`src/rtl/ecc_pkg.sv`:
```
// ecc_pkg: shared widths and word layout for the ecc_encoder -> ecc_word_fifo ->
// ecc_decoder path.
//   ECC_DATA_W / ECC_CODE_W : payload and check-code widths
//   ecc_word_t              : {code, data}, with the code in the MSBs
//   ecc_word_w()            : total stored word width
package ecc_pkg;

  localparam int ECC_DATA_W = 26;
  localparam int ECC_CODE_W = 5;

  typedef struct packed {
    logic [ECC_CODE_W-1:0] code;
    logic [ECC_DATA_W-1:0] data;
  } ecc_word_t;

  function automatic int ecc_word_w();
    return ECC_DATA_W + ECC_CODE_W;
  endfunction

endpackage

```
`src/rtl/ecc_sram_1r1w.sv`:
```
// ecc_sram_1r1w: DEPTH x W storage array with one write port and one read port.
// The read data is registered: it appears one cycle after re is sampled high and
// then holds until the next read. The array and the read register are not reset.
// Ports:
//   clk          rising-edge clock
//   we/waddr/wdata  write port
//   re/raddr     read request
//   rdata        registered read data
module ecc_sram_1r1w
  import ecc_pkg::*;
#(
  parameter int DEPTH = 16,
  parameter int W     = ecc_word_w()
) (
  input  logic                     clk,
  input  logic                     we,
  input  logic [$clog2(DEPTH)-1:0] waddr,
  input  logic [W-1:0]             wdata,
  input  logic                     re,
  input  logic [$clog2(DEPTH)-1:0] raddr,
  output logic [W-1:0]             rdata
);

  logic [W-1:0] mem [DEPTH];

  always_ff @(posedge clk) begin
    if (we) mem[waddr] <= wdata;
  end

  always_ff @(posedge clk) begin
    if (re) rdata <= mem[raddr];
  end

endmodule

```
`src/rtl/ecc_word_fifo.sv`:
```
// ecc_word_fifo: buffers {code,data} codewords between ecc_encoder and
// ecc_decoder and replays them in order, unmodified.
// Optional feature macro: ECC_ERR_INJECT_EN adds inj_mask; the stored word is
// then {in_code,in_data} ^ inj_mask.
// Ports:
//   clk, reset            clock; asynchronous active-low reset
//   in_data/in_code/in_vld  write side; a write while full is dropped
//   in_rdy                !full (no dependency on out_rdy)
//   out_data/out_code/out_vld/out_rdy  read side
//   count                 occupancy including the output word
//   overflow              sticky: a write was attempted while full
// Handshake: a word moves on a rising edge where its valid and ready are both 1.
// out_* are held stable while out_vld && !out_rdy; in_vld carries no
// back-pressure, so in_rdy is informational only.
module ecc_word_fifo
  import ecc_pkg::*;
#(
  parameter int DATA_W = ECC_DATA_W,
  parameter int CODE_W = ECC_CODE_W,
  parameter int DEPTH  = 16
) (
  input  logic                     clk,
  input  logic                     reset,
  input  logic [DATA_W-1:0]        in_data,
  input  logic [CODE_W-1:0]        in_code,
  input  logic                     in_vld,
`ifdef ECC_ERR_INJECT_EN
  input  logic [DATA_W+CODE_W-1:0] inj_mask,
`endif
  output logic                     in_rdy,
  output logic [DATA_W-1:0]        out_data,
  output logic [CODE_W-1:0]        out_code,
  output logic                     out_vld,
  input  logic                     out_rdy,
  output logic [$clog2(DEPTH):0]   count,
  output logic                     overflow
);

  localparam int AW = $clog2(DEPTH);
  localparam int CW = AW + 1;
  localparam int W  = DATA_W + CODE_W;

  logic [AW-1:0] rd_ptr, wr_ptr;
  logic [CW-1:0] mem_cnt, count_nxt;
  logic [W-1:0]  wdata, mem_q, out_q;
  logic          src_mem;  // 1: output word is the sram read register
  logic          push, pop, out_free, byp, rd_en, wr_en;

`ifdef ECC_ERR_INJECT_EN
  assign wdata = {in_code, in_data} ^ inj_mask;
`else
  assign wdata = {in_code, in_data};
`endif

  assign in_rdy   = (count != CW'(DEPTH));
  assign push     = in_vld && in_rdy;
  assign pop      = out_vld && out_rdy;
  assign out_free = !out_vld || pop;
  // Words still in the array, i.e. not yet in the output slot.
  assign mem_cnt  = count - CW'(out_vld);
  // The output slot is refilled from the array whenever it frees up. When the
  // array is empty and the current output word is consumed while a new word
  // arrives, the new word goes straight to the output so out_vld stays high.
  assign rd_en    = out_free && (mem_cnt != '0);
  assign byp      = push && pop && (mem_cnt == '0);
  // rd_en implies mem_cnt != 0, and mem_cnt == DEPTH implies full, so a read
  // and a write never target the same address on the same edge.
  assign wr_en    = push && !byp;

  assign {out_code, out_data} = src_mem ? mem_q : out_q;

  always_comb begin
    count_nxt = count;
    if (push && !pop)      count_nxt = count + CW'(1);
    else if (!push && pop) count_nxt = count - CW'(1);
  end

  ecc_sram_1r1w #(.DEPTH(DEPTH), .W(W)) u_sram (
    .clk   (clk),
    .we    (wr_en),
    .waddr (wr_ptr),
    .wdata (wdata),
    .re    (rd_en),
    .raddr (rd_ptr),
    .rdata (mem_q)
  );

  always_ff @(posedge clk or negedge reset) begin
    if (!reset) begin
      rd_ptr   <= '0;
      wr_ptr   <= '0;
      count    <= '0;
      out_vld  <= 1'b0;
      src_mem  <= 1'b0;
      out_q    <= '0;
      overflow <= 1'b0;
    end else begin
      count <= count_nxt;
      if (wr_en) wr_ptr <= wr_ptr + AW'(1);
      if (in_vld && !in_rdy) overflow <= 1'b1;
      if (rd_en) begin
        rd_ptr  <= rd_ptr + AW'(1);
        out_vld <= 1'b1;
        src_mem <= 1'b1;
      end else if (byp) begin
        out_q   <= wdata;
        out_vld <= 1'b1;
        src_mem <= 1'b0;
      end else if (pop) begin
        out_vld <= 1'b0;
      end
    end
  end

endmodule

```
`config.mk`:
```
export PLATFORM = sky130hd
export DESIGN_NAME = ecc_word_fifo
export DESIGN_NICKNAME = d
export VERILOG_FILES = /design/src/rtl/ecc_pkg.sv /design/src/rtl/ecc_sram_1r1w.sv /design/src/rtl/ecc_word_fifo.sv
export SDC_FILE = /design/constraint.sdc
export NUM_CORES = 1
export LEC_CHECK = 0
export CAP_MARGIN = 20
export CORE_MARGIN = 3
export CORE_UTILIZATION = 64
export DETAILED_ROUTE_END_ITERATION = 10
export PLACE_DENSITY = 0.91
export SLEW_MARGIN = 15
export SYNTH_ARGS = -nofsm -noshare
export SYNTH_HDL_FRONTEND = slang
export SYNTH_SLANG_ARGS = --single-unit
```
`constraint.sdc`:
```
create_clock -name clk -period 12.8 [get_ports clk]
set_clock_uncertainty 0.15 [all_clocks]
set_input_delay 3.84 -clock clk [delete_from_list [all_inputs] [get_ports clk]]
set_output_delay 3.84 -clock clk [all_outputs]
set_load 0.05 [all_outputs]
```
==> metrics.txt <==
starting density of the core around 65%; DR WL met2 26200 um; Hold WC Path Type reg2reg; CTS buffer count 54; Cell Area, Synth 22100 sq um; Reg2Reg Setup Slack 8.30 ns; crit share post-route 56.3%; top layer in use met4; Storage cell area 17000 sq um; Final setup viols 0; final hold viol count 0; Pleak 8.33 nW; RSZ-0062 raised after global routing false; cells after synthesis 999; postcts setup bufs 0; Worst Path Arrival 7.27 ns; largest cells by area after synthesis edfxtp_1, mux4_2, dfrtp_1; Top cell by count, worst path buf_4; placed cell area 23300 sq um; Resized cells post-CTS 0; required time worst endpoint 12.87 ns; met3 WL 4030 um; total core area 33800 sq um; Pre-antenna DRT Iters 5; I/O pins 74; crit path cell chain clkdlybuf4s50_1, a21boi_2, ha_1, nand3_2, buf_4, nand3_1, nor3_2, buf_4; drt wl/cell 31.4 um; crit path from in_vld; Die W 192 um; CTS tree yes; grt ovf 0; FP Rows 67; first-iteration detailed-routing DRC count 1250; CP Launch Type input port; fin nets 1140; crit path kind in2reg; vias in the first global route 11553; status finished, final reports clean; largest area contributor in the netlist edfxtp_1; CTS Sinks 574; Critical-path top delay cell nor3_2; post-synth top area share 71.6%; CP max FO 39; first-pass GRT wire length approximately 74000 um; wl on met1 17400 um; # fillers 1722; slew of the pin with the lowest slew margin 1.13 ns; Synth Area per Inst 22.1 sq um; die area 36800 sq um; maximum root-to-sink buffer count 3; pin count of the biggest net entering global routing 75; Syn-to-layout area delta 13.9%; Vias 10870; Clock transition at path regs 0.06 ns; fin util 74.4%; max_slew headroom 24.7%; CP peak stage delay 0.81 ns; worst hold start out_q[17]$_DFFE_PN0P_; Worst setup EP type register; setup_tns 0 ns; Final Wtd Congestion 0.787; root buf cell clkbuf_16; H-Tree Level Count 2; Post-Syn Nets approximately 1000; # hold bufs at CTS 0; Design Area, Final between 20000 and 30000 sq um; worst r2r dst u_sram.mem[3][8]$_DFFE_PP_; worst-skew pair later-pin latency 0.57 ns; initial antenna violation count 0; # diodes 0; Vias/cell about 7; Antenna Nets Post-Route 0; worst r2r src count[0]$_DFFE_PN0P_; Peak VDD IR 143 uV; Total GRT Usage 27.9%; Synth top cells by count edfxtp_1, mux4_2, a22oi_1, mux2_2, dfrtp_1; register area share after synthesis 77.0%; Max-cap violations 0; Post-synth ARST share just over 8%; Worst Reg-to-Reg Cells 8; top_reg_cell synth edfxtp_1; Pwr Total 5.94 mW; Synthesis Warnings 0; Peak Freq roughly 140 MHz; multi-input logic area 4880 sq um; most common cell in the netlist edfxtp_1; I/O Buffers 73; Post-synth EDFFs 527; fin. max-slew vios 0; Power Dens Cells 236 nW/um^2; #FFs+latches synth between 500 and 600; Total Wirelength 49800 um; layout cell share with drive strength beyond 1 27.4%; DP Wirelength around 25000 um; Critical Path End u_sram.mem[3][8]$_DFFE_PP_; Yosys cell types 36; fin crit period 7.20 ns; Die Y-Extent 192 um; DRC 0
==> state kept, by name, summed over array words and instances (netlist names) <==
signal / flops
out_vld: 1
overflow: 1
src_mem: 1
rd_ptr: 4
wr_ptr: 4
out_q: 31
u_sram.rdata: 31
count: 5
u_sram.mem: 496
==> per-stage QoR <==
| step | setup slack [ns] | std cells | hold WS [ns] |
|---|---|---|---|
| floorplan | 5.33 | 999 | 0.325 |
| CTS | 5.52 | 1583 | 0.360 |
| detailed placement | 4.99 | 1481 | 0.342 |
| finish | 5.60 | 1587 | 0.359 |
| global placement | 5.29 | 1481 | 0.304 |
| global route | 5.42 | 1587 | 0.374 |
==> area by class of cell <==
class | instances | area share, %
multi-input combinational | 366 | 19.4
sequential | 574 | 67.6
clock buffer | 76 | 6.03
timing repair buffer | 92 | 3.63
inverter | 5 | 0.0746
clock inverter | 26 | 1.01
tap | 448 | 2.23
==> how the worst min path moves through the flow <==
stage / end / slack (ns) / cells past startpoint
floorplan: out_q[0]$_DFFE_PN0P_ / 0.33 / 1
global placement: overflow$_DFFE_PN0P_ / 0.30 / 1
detailed placement: out_q[26]$_DFFE_PN0P_ / 0.34 / 1
CTS: out_q[18]$_DFFE_PN0P_ / 0.36 / 1
global route: out_q[17]$_DFFE_PN0P_ / 0.37 / 1
finish: out_q[17]$_DFFE_PN0P_ / 0.36 / 1
==> metal layers <==
metal | vias up | track usage (%)
met5 | - | 0
met4 | 0 | 11.3
met3 | 157 | 4.22
met2 | 709 | 47.5
met1 | 5662 | 36.6
li1 | 4342 | -
==> cells by family (layout without fill, tap and decap cells) <==
| group | count (synthesis) | after routing | share of synthesized area [%] |
|---|---|---|---|
| flip-flops | 574 | 574 | 77.0 |
| AND/OR/NAND/NOR | 79 | 79 | 1.77 |
| AO/OA/AOI/OAI | 76 | 76 | 2.53 |
| multiplexers | 189 | 189 | 16.2 |
| buffers and inverters | 59 | 199 | 1.40 |
| XOR/XNOR | 10 | 10 | 0.397 |
| adder cells (fa/ha/maj) | 12 | 12 | 0.714 |
==> power by group <==
group | switching [mW] | leakage (nW) | total [mW] | internal [mW]
Clock | 0.668 | 0.865 | 1.60 | 0.927
Sequential | 0.206 | 5.37 | 2.58 | 2.37
Combinational | 1.00 | 2.10 | 1.77 | 0.762
Total | 1.88 | 8.33 | 5.94 | 4.06
==> worst max-delay path, delay by kind of cell <==
| family | cells | cell delay (ns) |
|---|---|---|
| and+or+nand+nor | 3 | 1.32 |
| adders and majority gates | 1 | 0.27 |
| AOI/OAI and AO/OA | 1 | 0.26 |
| buffers and inverters | 3 | 1.54 |
==> placed cells by master, fill, tap and decap left out, drive strengths merged, types with 6 or more instances in the layout <==
| master | instances |
|---|---|
| edfxtp | 527 |
| mux4 | 124 |
| clkbuf | 76 |
| clkdlybuf4s50 | 72 |
| mux2 | 64 |
| a22oi | 62 |
| dfrtp | 47 |
| nand2 | 39 |
| buf | 20 |
| clkinv | 20 |
| ha | 11 |
| xnor2 | 8 |
| nand3 | 8 |
| nor2b | 8 |
| nor3 | 7 |
| and3 | 6 |
| nor2 | 6 |
Note: power is estimated with default switching activity, not from simulation.
